`src/rtl/rtc_pkg.sv`:
```
// Shared types and constants for the RTC time-set controller.
// Holds the FSM state enum, field indices and parameter defaults.
package rtc_pkg;

    typedef enum logic [1:0] {
        StRun       = 2'd0,
        StSetIdle   = 2'd1,
        StSetHold   = 2'd2,
        StSetRepeat = 2'd3
    } set_state_e;

    localparam int unsigned SEC = 0;
    localparam int unsigned MIN = 1;
    localparam int unsigned HR  = 2;

    localparam int unsigned SampleDivDef = 49999;
    localparam int unsigned DebDepthDef  = 8;
    localparam int unsigned RepeatDlyDef = 500;
    localparam int unsigned RepeatPerDef = 100;

    // Hours beat minutes beat seconds when presses land together.
    function automatic logic [1:0] field_sel(logic [2:0] press);
        if (press[HR]) begin
            return 2'(HR);
        end else if (press[MIN]) begin
            return 2'(MIN);
        end
        return 2'(SEC);
    endfunction

endpackage

```
`src/rtl/button_debouncer.sv`:
```
// Two-flop synchroniser followed by a sample-tick debouncer; the output level
// changes only after DEB_DEPTH consecutive samples disagree with it.
module button_debouncer
    import rtc_pkg::*;
#(
    parameter int unsigned DEB_DEPTH = DebDepthDef
) (
    input  logic clk,
    input  logic rst_n,
    input  logic raw,
    input  logic sample_tick,
    output logic level
);

    localparam int unsigned CntW = $clog2(DEB_DEPTH + 1);

    logic            sync1_q, sync2_q;
    logic            level_q, level_d;
    logic [CntW-1:0] cnt_q, cnt_d;

    always_ff @(posedge clk or negedge rst_n) begin
        if (!rst_n) begin
            sync1_q <= 1'b1;
            sync2_q <= 1'b1;
            level_q <= 1'b1;
            cnt_q   <= '0;
        end else begin
            sync1_q <= raw;
            sync2_q <= sync1_q;
            level_q <= level_d;
            cnt_q   <= cnt_d;
        end
    end

    always_comb begin
        level_d = level_q;
        cnt_d   = cnt_q;
        if (sample_tick) begin
            if (sync2_q == level_q) begin
                cnt_d = '0;
            end else if (cnt_q == CntW'(DEB_DEPTH - 1)) begin
                level_d = sync2_q;
                cnt_d   = '0;
            end else begin
                cnt_d = cnt_q + CntW'(1);
            end
        end
    end

    assign level = level_q;

endmodule

```
`src/rtl/rtc_set_ctrl.sv`:
```
// Manual time-set controller: debounces three field buttons, runs the set FSM
// with hold-to-repeat, and drives registered increment/clear/blink strobes.
module rtc_set_ctrl
    import rtc_pkg::*;
#(
    parameter int unsigned SAMPLE_DIV = SampleDivDef,
    parameter int unsigned DEB_DEPTH  = DebDepthDef,
    parameter int unsigned REPEAT_DLY = RepeatDlyDef,
    parameter int unsigned REPEAT_PER = RepeatPerDef
) (
    input  logic       clock50MHz,
    input  logic       resetn,
    input  logic [2:0] push_button,
    input  logic       man_switch,
    input  logic       tick_1hz,
    output logic       run_en,
    output logic       inc_sec,
    output logic       inc_min,
    output logic       inc_hr,
    output logic       clr_sec,
    output logic       blink,
    output logic [1:0] set_state
);

    localparam int unsigned DivW   = $clog2(SAMPLE_DIV + 2);
    localparam int unsigned RepMax = (REPEAT_DLY > REPEAT_PER) ? REPEAT_DLY : REPEAT_PER;
    localparam int unsigned RepW   = $clog2(RepMax + 1);

    logic [DivW-1:0] div_q;
    logic            sample_tick;
    logic            man_s1_q, man_s2_q;
    logic [2:0]      level, level_prev_q, press;
    logic            active_rel;
    set_state_e      state_q, state_d;
    logic [1:0]      active_q, active_d;
    logic [RepW-1:0] rep_q, rep_d;
    logic            fire;
    logic [2:0]      inc_q, inc_d;
    logic            clr_q, clr_d, run_en_q, run_en_d, blink_q, blink_d;

    assign sample_tick = (div_q == DivW'(SAMPLE_DIV));

    button_debouncer #(.DEB_DEPTH(DEB_DEPTH)) u_deb_sec (
        .clk(clock50MHz), .rst_n(resetn), .raw(push_button[SEC]),
        .sample_tick(sample_tick), .level(level[SEC])
    );
    button_debouncer #(.DEB_DEPTH(DEB_DEPTH)) u_deb_min (
        .clk(clock50MHz), .rst_n(resetn), .raw(push_button[MIN]),
        .sample_tick(sample_tick), .level(level[MIN])
    );
    button_debouncer #(.DEB_DEPTH(DEB_DEPTH)) u_deb_hr (
        .clk(clock50MHz), .rst_n(resetn), .raw(push_button[HR]),
        .sample_tick(sample_tick), .level(level[HR])
    );

    // Buttons are active-low, so a press is a debounced 1->0 edge.
    assign press = level_prev_q & ~level;
    assign active_rel = (active_q == 2'(HR))  ? level[HR]  :
                        (active_q == 2'(MIN)) ? level[MIN] : level[SEC];

    always_ff @(posedge clock50MHz or negedge resetn) begin
        if (!resetn) begin
            div_q        <= '0;
            man_s1_q     <= 1'b0;
            man_s2_q     <= 1'b0;
            level_prev_q <= 3'b111;
            state_q      <= StRun;
            active_q     <= 2'(SEC);
            rep_q        <= '0;
            inc_q        <= 3'b000;
            clr_q        <= 1'b0;
            run_en_q     <= 1'b1;
            blink_q      <= 1'b1;
        end else begin
            div_q        <= sample_tick ? '0 : div_q + DivW'(1);
            man_s1_q     <= man_switch;
            man_s2_q     <= man_s1_q;
            level_prev_q <= level;
            state_q      <= state_d;
            active_q     <= active_d;
            rep_q        <= rep_d;
            inc_q        <= inc_d;
            clr_q        <= clr_d;
            run_en_q     <= run_en_d;
            blink_q      <= blink_d;
        end
    end

    // Leaving set mode outranks every other transition in the set states.
    always_comb begin
        state_d  = state_q;
        active_d = active_q;
        rep_d    = rep_q;
        fire     = 1'b0;
        case (state_q)
            StRun: begin
                if (man_s2_q) state_d = StSetIdle;
            end
            StSetIdle: begin
                if (!man_s2_q) begin
                    state_d = StRun;
                end else if (|press) begin
                    active_d = field_sel(press);
                    rep_d    = '0;
                    fire     = 1'b1;
                    state_d  = StSetHold;
                end
            end
            StSetHold: begin
                if (!man_s2_q) begin
                    state_d = StRun;
                end else if (active_rel) begin
                    state_d = StSetIdle;
                end else if (sample_tick) begin
                    if (rep_q == RepW'(REPEAT_DLY - 1)) begin
                        rep_d   = '0;
                        fire    = 1'b1;
                        state_d = StSetRepeat;
                    end else begin
                        rep_d = rep_q + RepW'(1);
                    end
                end
            end
            StSetRepeat: begin
                if (!man_s2_q) begin
                    state_d = StRun;
                end else if (active_rel) begin
                    state_d = StSetIdle;
                end else if (sample_tick) begin
                    if (rep_q == RepW'(REPEAT_PER - 1)) begin
                        rep_d = '0;
                        fire  = 1'b1;
                    end else begin
                        rep_d = rep_q + RepW'(1);
                    end
                end
            end
            default: state_d = StRun;
        endcase
    end

    always_comb begin
        inc_d    = fire ? (3'b001 << active_d) : 3'b000;
        clr_d    = (state_q == StRun) && (state_d == StSetIdle);
        run_en_d = (state_d == StRun);
        if (state_d == StRun || state_q == StRun) begin
            blink_d = 1'b1;
        end else if (tick_1hz) begin
            blink_d = ~blink_q;
        end else begin
            blink_d = blink_q;
        end
    end

    assign inc_sec   = inc_q[SEC];
    assign inc_min   = inc_q[MIN];
    assign inc_hr    = inc_q[HR];
    assign clr_sec   = clr_q;
    assign run_en    = run_en_q;
    assign blink     = blink_q;
    assign set_state = state_q;

endmodule

```
`config.mk`:
```
export PLATFORM = sky130hd
export DESIGN_NAME = rtc_set_ctrl
export DESIGN_NICKNAME = d
export VERILOG_FILES = /design/src/rtl/rtc_pkg.sv /design/src/rtl/button_debouncer.sv /design/src/rtl/rtc_set_ctrl.sv
export SDC_FILE = /design/constraint.sdc
export NUM_CORES = 1
export LEC_CHECK = 0
export BUFFER_PORTS_ARGS = -buffer_cell sky130_fd_sc_hd__buf_2
export CAP_MARGIN = 20
export CORE_MARGIN = 8
export CORE_UTILIZATION = 45
export CTS_BUF_LIST = sky130_fd_sc_hd__clkbuf_4 sky130_fd_sc_hd__clkbuf_8 sky130_fd_sc_hd__clkbuf_16
export DETAILED_ROUTE_END_ITERATION = 16
export GPL_TIMING_DRIVEN = 0
export PLACE_DENSITY = 0.69
export SYNTH_ARGS = -nofsm -noshare
export SYNTH_HDL_FRONTEND = slang
export SYNTH_SLANG_ARGS = --single-unit
export TNS_END_PERCENT = 1
```
`constraint.sdc`:
```
create_clock -name clock50MHz -period 2 [get_ports clock50MHz]
set_input_delay 0 -clock clock50MHz [delete_from_list [all_inputs] [get_ports clock50MHz]]
set_output_delay 0 -clock clock50MHz [all_outputs]
set_load 0.03 [all_outputs]
```
* Yosys cells after proc, flatten, opt, wreduce, memory -nomap -nowiden
Index checks and enable logic that the tools add are counted.
** Cells by class
- Add/sub/neg operators :: 5
- $mul :: 0
- Div/mod/pow operators :: 0
- Order comparisons :: 0
- Equal/unequal tests :: 23
- Shift-type cells :: 1
- Multiplexer cells :: 55
- Bitwise operators :: 6
- Reduce and logical (&&, ||, !) cells :: 11
** Operators by type and width (number)
- 2-to-1 mux 9 bit :: 10
- 2-to-1 mux 2 bit :: 15
- case mux 9 bit (3 select lines) :: 1
- 2-to-1 mux 4 bit :: 6
- 2-to-1 mux 1 bit :: 19
- adder 16 x 1 -> 16 bit, second input constant :: 1
- equality test 16 bit, second input constant :: 1
- 2-to-1 mux 16 bit :: 1
- != test 2 bit, second input constant :: 8
- adder 4 x 1 -> 4 bit, second input constant :: 3
- equality test 4 x 3 -> 1 bit, second input constant :: 3
- adder 9 x 1 -> 9 bit, second input constant :: 1
- equality test 9 x 7 -> 1 bit, second input constant :: 1
- equality test 9 bit, second input constant :: 1
- AND reduction 3 bit :: 3
- AND reduction 9 bit :: 1
- case mux 2 bit (4 select lines) :: 1
- equality test 2 x 1 -> 1 bit, second input constant :: 3
- equality test 2 bit, second input constant :: 3
- logical NOT 2 bit :: 2
- inverter 1 bit :: 4
- AND 3 bit :: 1
- equality test 1 bit :: 3
- 2-to-1 mux 3 bit :: 1
- other kinds (8) :: 8
** Word-level totals
- Flip-flop bits (word level) :: 61
- Bits in latches :: 0
- RAM bits :: 0
- Memory bits (read-only) :: 0
- Input bits :: 7
- Output and inout bits :: 8
- Word-level logic and storage cells :: 124
- Memories kept :: 0

* Longest topological paths before layout
Gate-level depths: netlist of the first run.
- Depth after elaboration :: 13
- Mapped depth :: 9
- Gate-level depth less buffers :: 6

* By module
From an unflattened synthesis of the first run, not the netlist that was laid out.
** Second synthesis, totals
- Cell total of the unflattened synthesis :: 258
- Area, all modules :: 2929.1 um^2
** Modules (own cells, without submodules)
- rtc_set_ctrl :: instances 1, cells each 177, area an instance 1938.1 um^2, seq. area each 1007.2 um^2
- button_debouncer :: instances 3, cells each 27, area an instance 330.3 um^2, seq. area each 178.9 um^2

* Least setup slack after synthesis of the first run
Ideal clock, no wire load.
- Path kind :: register -> register
- From :: reg div_q[0]
- To :: reg inc_q[1]
- Setup time :: 0.120 ns
- Arrival :: 1.779 ns
- Required time :: 1.880 ns
- Path slack :: 0.101 ns
- Cell stages (with the launch flop) :: 9
- Path buffers :: 2
- Clock period less this slack :: 1.899 ns
- Path through :: dfrtp_1 > ha_1 > and3_1 > buf_2 > and4_1 > buf_4 > a31oi_1 > nor2_1 > and3_1
** On the way
- Longest elaborated chain between the ends :: 6
- Elaborated cells between the ends (all ways) :: 9
- Those cells by class :: eq/ne (1); mux (8)
** RTL lines
- start, declared :: RTL line rtc_set_ctrl.sv:29 : logic [DivW-1:0] div_q;
- start signal, assigned :: RTL line rtc_set_ctrl.sv:75 : div_q <= sample_tick ? '0 : div_q + DivW'(1);
- equality test 16 bit * :: RTL line rtc_set_ctrl.sv:41 : assign sample_tick = (div_q == DivW'(SAMPLE_DIV));
- 2-to-1 mux 1 bit (on tied branches) :: RTL line rtc_set_ctrl.sv:129, rtc_set_ctrl.sv:114
- 2-to-1 mux 1 bit (on tied branches) :: RTL line rtc_set_ctrl.sv:127, rtc_set_ctrl.sv:112
- 2-to-1 mux 1 bit (on tied branches) :: RTL line rtc_set_ctrl.sv:125, rtc_set_ctrl.sv:110
- case mux 1 bit (3 select lines) * :: RTL line rtc_set_ctrl.sv:95 : case (state_q)
- 2-to-1 mux 3 bit * :: RTL line rtc_set_ctrl.sv:143 : inc_d = fire ? (3'b001 << active_d) : 3'b000;
- net inc_d[1] :: RTL line rtc_set_ctrl.sv:38 : logic [2:0] inc_q, inc_d;
- end signal, assigned :: RTL line rtc_set_ctrl.sv:82 : inc_q <= inc_d;
- end, declared :: RTL line rtc_set_ctrl.sv:38
Mark *: on every way through the listed nets, which the timed path passes. The rest lies on a longest branch.
A chain may end at the register's enable or synchronous reset.

* Worst setup path in the final report of the first run
- From :: reg div_q[1]
- To :: reg rep_q[5]
** On the way
- Longest elaborated chain between the ends :: 3
- Elaborated cells between the ends (all ways) :: 4
- Those cells by class :: eq/ne (3); reduce/logical (1)
** RTL lines
- equality test 16 bit * :: RTL line rtc_set_ctrl.sv:41
- != test 2 bit (no line)
- AND reduction 9 bit (no line) *
- end signal, assigned :: RTL line rtc_set_ctrl.sv:81 : rep_q <= rep_d;
- end, declared :: RTL line rtc_set_ctrl.sv:36 : logic [RepW-1:0] rep_q, rep_d;
Every way passes the cells marked *; elsewhere a longest branch is shown, timed or not.

==> impl_metrics.py, run 1 <==
metrics = {
    "yosys": {
        "synth_xor_xnor_area_share_pct": 4.702,
        "synth_sequential_area_ratio_pct": 55.26,
        "synth_nets": 279,
        "syn-cell-area_um2": 2794,
        "postSynth.asyncResetShare_pct": 100.0,
        "main_combinational_cell_family_by_area_after_synthesis": "simple AND/OR/NAND/NOR gates",
        "yosysTopAreaCellShare_pct": 42.10,
        "ys_seq_elements": 61,
        "synth_largest_area_cell": "sky130_fd_sc_hd__dfrtp_1",
        "post_synth_fa_ha_maj_area_fraction_pct": 2.239,
        "synth_area_leaders": "sky130_fd_sc_hd__dfrtp_1, sky130_fd_sc_hd__dfstp_2, sky130_fd_sc_hd__nand2_1",
        "yosysWarningCount": 0,
        "yosys-mux-area-fraction_pct": 2.015,
        "number_of_flops_mapped_to_enable_cells_by_yosys": 0,
        "synthSimpleGateAreaFrac_pct": 22.26,
        "netlist_instances": 267,
        "synth_compound_area_share_pct": 11.42,
        "synth.lib_cells_used.distinct": 47,
        "ys.flop_type": "sky130_fd_sc_hd__dfrtp_1",
        "avgSynthCellArea_um2": 10.46,
    },
    "cells_and_area": {
        "diodes": 0,
        "num-fill-cells": 525,
        "total_area_of_multi_input_combinational_cells_um2": 1239,
        "layout.cells.most_common_list": "sky130_fd_sc_hd__nand2_1, sky130_fd_sc_hd__dfrtp_1, sky130_fd_sc_hd__nor2_1",
        "seq_area_um2": 1544,
        "layout.cell_area.non_filler_um2": 3343,
        "synthToLayoutAreaGrowth_pct": 19.66,
        "post_route_cells_drive_above_1_share_pct": 22.90,
        "post-route-util_pct": 56.13,
        "finalNetCount": 317,
    },
    "timing": {
        "final.min_clock_period_ps": 1977,
        "finalSetupViolations": 0,
        "rsz0062_at_grt": "yes",
        "fmax_mhz": 505.7,
        "maxSlewHeadroom_pct": 58.08,
        "worst_clock_skew_ps": 8.896,
        "final.period_utilization_pct": 98.86,
        "report.final.hold_viol_count": 0,
        "worstMarginPinSlew_ps": 628.7,
        "slew_violations": 0,
        "crit_path_setup_slack_layout_ps": 22.71,
    },
    "detailed_routing": {
        "vias": 2109,
        "sum_of_routed_wire_length_over_all_layers_um": 5436,
        "number_of_antenna_violating_nets_in_the_routed_design": 0,
        "detailedRoute.firstPassIterationCount": 4,
        "drc": 0,
        "initialDrtViolationCount": 65,
        "detail_route.vias_per_cell": 5.478,
        "wl_per_cell_um": 14.12,
    },
    "clock_network": {
        "cts.sink_count": 61,
        "cts_buffer_depth": 2,
        "clk_transition_reported_paths_ps": 70,
        "cts_tree": "done",
        "cts_buffers": 9,
        "clk_latency_ps": 340,
        "ctsRootBufferMaster": "sky130_fd_sc_hd__clkbuf_8",
        "htree_num_levels": 3,
    },
    "place": {
        "dpl.hpwl_um": 3599,
        "postPlaceCellArea_um2": 2978,
        "place.gp.congestion": 0.8138,
        "pre_cts_slack_ps": -170.2,
        "number_of_input_and_output_port_buffers_inserted": 14,
    },
    "pwr": {
        "power.share.combinational_pct": 3.1,
        "power_leakage_uw": 0.001496,
        "p_int_uw": 1912,
        "power.share.switching_pct": 21.83,
        "clockPowerShare_pct": 45.4,
        "sequentialPowerShare_pct": 51.6,
        "power.ir.vdd_worst_v": 0.0004170,
        "power_density_nw_per_um2": 731.7,
        "sum_of_internal_switching_and_leakage_power_uw": 2446,
        "power.switching_uw": 534.1,
    },
    "floorplan": {
        "io-pin-count": 15,
        "placement_rows": 28,
        "dieArea_um2": 8986,
        "floorplan.die.width_um": 94.80,
        "die-height_um": 94.80,
        "floorplan.core_area_um2": 5956,
        "initial_core_util_pct": 46.91,
    },
    "job": {
        "maxCapViolCount": 0,
    },
    "critical_path": {
        "cp-end-kind": "flop",
        "required_time_at_the_endpoint_of_the_critical_path_ps": 2270,
        "worstSetupStartpointType": "flop",
        "crit_type": "flop to flop",
        "cp_num_buf_inv": 3,
        "critical_path.top_delay_family": "simple AND/OR/NAND/NOR gates",
        "worst_path_most_repeated_cell": "sky130_fd_sc_hd__buf_6",
        "worstPathMaxFanout": 10,
        "timing.critical_path.arrival_ps": 2250,
        "worstPathCellList": "ha_4 -> and3_4 -> buf_6 -> and4_1 -> buf_6 -> a21oi_2 -> buf_6 -> or3_1 -> a21oi_1",
        "crit_slowest_cell": "sky130_fd_sc_hd__dfrtp_1",
        "cpPeakStageDelay_ps": 410,
    },
    "outcome": {
        "status": "finished, final reports clean",
    },
    "hold_path": {
        "timing.hold.worst.class": "input port to async pin",
    },
    "global_routing": {
        "track_usage_pct": 13.37,
        "overflow": 0,
        "grt_start_max_net_pins": 36,
        "wire_length_of_the_first_global_routing_pass_um": 9328,
        "grt_antenna_before_repair": 0,
        "grt_pass1_vias": 2054,
    },
}
==> power groups by stage <==
stage	Clock, uW	Sequential (uW)	Combinational (uW)
6_report	1110	1260	74.7
5_1_grt	1200	1260	85.8
4_1_cts	1130	1260	78.2
3_5_place_dp	0	1280	68.6
3_3_place_gp	0	1280	63.3
2_1_floorplan	0	1290	16.2
==> synthesized netlist by cell type, types with 2 or more instances <==
library cell and number:
sky130_fd_sc_hd__xor2_1 10, sky130_fd_sc_hd__a21o_1 2, sky130_fd_sc_hd__nand2_1 47, sky130_fd_sc_hd__clkbuf_1 2
sky130_fd_sc_hd__nor4_1 3, sky130_fd_sc_hd__o211ai_1 2, sky130_fd_sc_hd__dfrtp_1 47, sky130_fd_sc_hd__nand4_1 7
sky130_fd_sc_hd__o21ai_0 12, sky130_fd_sc_hd__and3_1 4, sky130_fd_sc_hd__a31oi_1 2, sky130_fd_sc_hd__nand3_1 14
sky130_fd_sc_hd__inv_1 6, sky130_fd_sc_hd__nor2b_1 4, sky130_fd_sc_hd__nor2_1 17, sky130_fd_sc_hd__nand2b_1 9
sky130_fd_sc_hd__and2_1 2, sky130_fd_sc_hd__o2bb2ai_1 3, sky130_fd_sc_hd__dfstp_2 14, sky130_fd_sc_hd__o41ai_1 3
sky130_fd_sc_hd__ha_1 5, sky130_fd_sc_hd__mux2_2 5, sky130_fd_sc_hd__a21oi_1 3, sky130_fd_sc_hd__nor3_1 6
sky130_fd_sc_hd__xnor2_1 5, sky130_fd_sc_hd__or3_1 2, sky130_fd_sc_hd__o31ai_1 10, sky130_fd_sc_hd__buf_2 2
==> registers in the layout (all words and copies together) (netlist names), 2 cells and up <==
signal and cells:
inc_q 3, div_q 16, set_state 2, level_prev_q 3
u_deb_sec.cnt_q 4, active_q 2, u_deb_hr.cnt_q 4, u_deb_min.cnt_q 4
rep_q 9
==> cell type report <==
class | instances | share of cell area, %
clock buffer | 12 | 4.566
sequential | 61 | 46.18
multi-input combinational | 194 | 37.05
buffer | 6 | 1.460
timing repair buffer | 27 | 5.838
clock inverter | 4 | 1.422
tap | 75 | 2.807
inverter | 6 | 0.6737
==> layer usage <==
| layer | vias up | track usage [%] | wire length [um] |
|---|---|---|---|
| met5 | - | 0 | 0 |
| met4 | 0 | 8.713 | 155 |
| met3 | 12 | 3.333 | 186 |
| met2 | 31 | 21.32 | 2579 |
| met1 | 1033 | 15.76 | 2515 |
| li1 | 1033 | - | - |
==> cell families (layout without fill, tap and decap cells) <==
logic type      after synthesis  in the layout
compound gates               45             45
xor+xnor                     15             15
fa+ha+maj                     5              5
buf+inv                      12             55
flops                        61             61
mux                           5              5
simple gates                124            124
==> repair_timing <==
item                                    in CTS  in global routing
setup buffers                                2                  4
endpoints found under the setup margin      14                 13
endpoints found under the hold margin       27                  0
gates resized for setup                      6                  7
hold buffers                                 6                  0
pin swaps                                    0                  7
==> per-stage QoR <==
step / std cells / setup TNS [ps] / hold slack [ps]
floorplan: 267 / 0 / -295.6
global placement: 356 / -646.9 / 104.4
detailed placement: 357 / -835.9 / 60.43
CTS: 381 / 0 / 231.8
global route: 385 / -170.7 / 283.4
finish: 385 / 0 / 205.0
==> path summary, 6_finish.rpt <==
check                               start           endpoint  slack, ps  cells past startpoint
max in group asynchronous          resetn    u_deb_sec.level       1120                      3
hold / removal                     resetn          div_q[12]        200                      2
hold reg to reg                  man_s1_q           man_s2_q        350                      0
min in group clock50MHz    push_button[0]  u_deb_sec.sync1_q        300                      2
setup reg to reg                 div_q[1]           rep_q[5]         20                      9
setup / recovery                 div_q[1]           rep_q[5]         20                      9
No activity file was read; power rests on OpenSTA's default activity.
==> run 2, diff against run 1 <==
--- a/config.mk
+++ b/config.mk
@@ -13,6 +13,7 @@
 export DETAILED_ROUTE_END_ITERATION = 16
 export GPL_TIMING_DRIVEN = 0
 export PLACE_DENSITY = 0.69
+export RECOVER_POWER = 50
 export SYNTH_ARGS = -nofsm -noshare
 export SYNTH_HDL_FRONTEND = slang
 export SYNTH_SLANG_ARGS = --single-unit
==> impl_metrics.py, run 2 (synthesis gave the netlist of run 1 again) <==
metrics = {
    "floorplan": {
        "io-pin-count": 15,
        "floorplan.die.width_um": 94.80,
        "dieArea_um2": 8986,
        "placement_rows": 28,
        "initial_core_util_pct": 46.91,
        "floorplan.core_area_um2": 5956,
        "die-height_um": 94.80,
    },
    "critical_path": {
        "cpPeakStageDelay_ps": 410,
        "timing.critical_path.arrival_ps": 2250,
        "required_time_at_the_endpoint_of_the_critical_path_ps": 2270,
        "crit_slowest_cell": "sky130_fd_sc_hd__dfrtp_1",
        "worstPathMaxFanout": 10,
        "worst_path_most_repeated_cell": "sky130_fd_sc_hd__buf_6",
        "reg2reg_setup_slack_ps": 20,
        "worstPathCellList": "ha_4 -> and3_4 -> buf_6 -> and4_1 -> buf_6 -> a21oi_2 -> buf_6 -> or3_1 -> a21oi_1",
        "ff2ff_path_depth": 9,
        "crit_type": "flop to flop",
        "worstSetupStartpointType": "flop",
        "worst_r2r_endpoint": "rep_q[5]",
        "cp-end-kind": "flop",
        "r2r-start": "div_q[1]",
    },
    "detailed_routing": {
        "detail_route.vias_per_cell": 5.475,
        "vias": 2108,
        "detailedRoute.firstPassIterationCount": 4,
        "wl_per_cell_um": 14.11,
        "initialDrtViolationCount": 67,
        "sum_of_routed_wire_length_over_all_layers_um": 5434,
        "number_of_antenna_violating_nets_in_the_routed_design": 0,
        "drc": 0,
    },
    "global_routing": {
        "grt_pass1_vias": 2054,
        "grt_antenna_before_repair": 0,
        "overflow": 0,
        "grt_start_max_net_pins": 36,
        "wire_length_of_the_first_global_routing_pass_um": 9328,
        "track_usage_pct": 13.37,
    },
    "pwr": {
        "power.ir.vdd_worst_v": 0.0004169,
        "power_leakage_uw": 0.001494,
        "sum_of_internal_switching_and_leakage_power_uw": 2446,
        "power_density_nw_per_um2": 731.8,
    },
    "clock_network": {
        "cts_tree": "done",
        "clk_latency_ps": 340,
        "clk_transition_reported_paths_ps": 70,
        "cts.sink_count": 61,
        "htree_num_levels": 3,
        "cts_buffers": 9,
        "cts_buffer_depth": 2,
        "ctsRootBufferMaster": "sky130_fd_sc_hd__clkbuf_8",
    },
    "outcome": {
        "violations": "capacitance limit, slew limit",
        "status": "complete, but fails checks",
    },
    "timing": {
        "report.final.hold_viol_count": 0,
        "rsz0062_at_grt": "yes",
        "worst_clock_skew_ps": 8.896,
        "worstMarginPinSlew_ps": 1508,
        "final.min_clock_period_ps": 1977,
        "slew_violations": 27,
        "fmax_mhz": 505.7,
        "finalSetupViolations": 0,
        "worst_hold_slack_ps": 298.8,
        "final.period_utilization_pct": 98.87,
        "maxSlewHeadroom_pct": -0.5363,
    },
    "cells_and_area": {
        "num-fill-cells": 526,
        "post_route_cells_drive_above_1_share_pct": 21.61,
        "layout.cells.most_common_list": "sky130_fd_sc_hd__nand2_1, sky130_fd_sc_hd__dfrtp_1, sky130_fd_sc_hd__nor2_1",
        "finish.cell_count_without_fillers": 385,
        "largest_registers": "div_q x16, rep_q x9",
        "post-route-util_pct": 56.11,
        "layout.cell_area.non_filler_um2": 3342,
        "finalNetCount": 317,
        "largest_reg_flops": 16,
        "diodes": 0,
        "synthToLayoutAreaGrowth_pct": 19.62,
        "registers.top_by_ff_count": "div_q",
    },
    "hold_path": {
        "timing.hold.worst.start": "push_button[0]",
        "timing.hold.worst.class": "input port to flop",
        "worst_hold_path.endpoint": "u_deb_sec.sync1_q",
        "holdPathStages": 2,
    },
    "place": {
        "place.gp.congestion": 0.8138,
        "dpl.hpwl_um": 3599,
        "postPlaceCellArea_um2": 2978,
        "number_of_input_and_output_port_buffers_inserted": 14,
        "placed_cells_incl_taps": 357,
    },
    "job": {
        "maxCapViolCount": 1,
    },
}
## run 2: cell types whose count changed in the layout (fill, tap and decap cells not counted)
cell and change:
sky130_fd_sc_hd__dfstp_1 +3, sky130_fd_sc_hd__buf_2 -1, sky130_fd_sc_hd__dfstp_2 -3, sky130_fd_sc_hd__clkbuf_1 +1
## run 2: area by class of cell
type | count | area, um2 | area share [%]
clock buffers | 12 | 152.6 | 4.568
multi-input cells | 194 | 1239 | 37.06
plain buffers | 6 | 48.80 | 1.460
repair buffers | 27 | 193.9 | 5.803
inverters | 6 | 22.52 | 0.6739
flip-flops and latches | 61 | 1544 | 46.20
well taps | 75 | 93.84 | 2.808
clock inverters | 4 | 47.55 | 1.423
## run 2: worst max-delay path: cells and delay by family, from the launching register on
family,cells,cell delay (ps)
AO/OA/AOI/OAI,2,220
flip-flops,1,410
buffers and inverters,3,390
AND/OR/NAND/NOR,3,720
adder cells (fa/ha/maj),1,180
## run 2: how the worst max path moves through the flow
stage | slack (ps) | depth (start not counted) | startpoint | to
final | 20 | 9 | div_q[1] | rep_q[5]
after global routing | -60 | 9 | div_q[1] | rep_q[5]
after CTS | 7 | 7 | div_q[0] | set_state[0]
after detailed placement | -170 | 8 | div_q[0] | inc_q[1]
after global placement | -180 | 8 | div_q[0] | inc_q[1]
after floorplan | 100 | 8 | div_q[0] | inc_q[1]
## run 2: power by group
| part | internal [uW] | switching [uW] | total, uW |
|---|---|---|---|
| clock network | 633 | 477 | 1110 |
| logic | 25.8 | 48.8 | 74.6 |
| registers | 1250 | 7.88 | 1260 |
## run 2: routing by layer
metal  vias to the layer above  global-route usage [%]  wire length, um
li1                       1033                       -                -
met1                      1032                   15.76             2515
met2                        31                   21.32             2577
met3                        12                   3.333              186
met4                         0                   8.713              155
met5                         -                       0                0
## run 2: through the flow
step	setup slack, ps	TNS [ps]
2_1_floorplan	100.9	0
3_3_place_gp	-177.6	-646.9
3_5_place_dp	-170.2	-835.9
4_1_cts	6.960	0
5_1_grt	-55.88	-170.8
6_report	22.66	0
## run 2: what timing repair did
| item | in CTS | in global routing |
|---|---|---|
| pin swaps | 0 | 7 |
| hold buffers | 6 | 0 |
| resized for setup | 6 | 7 |
| buffers inserted | 2 | 4 |
| endpoints found under the setup margin | 14 | 13 |
| endpoints found under the hold margin | 27 | 0 |
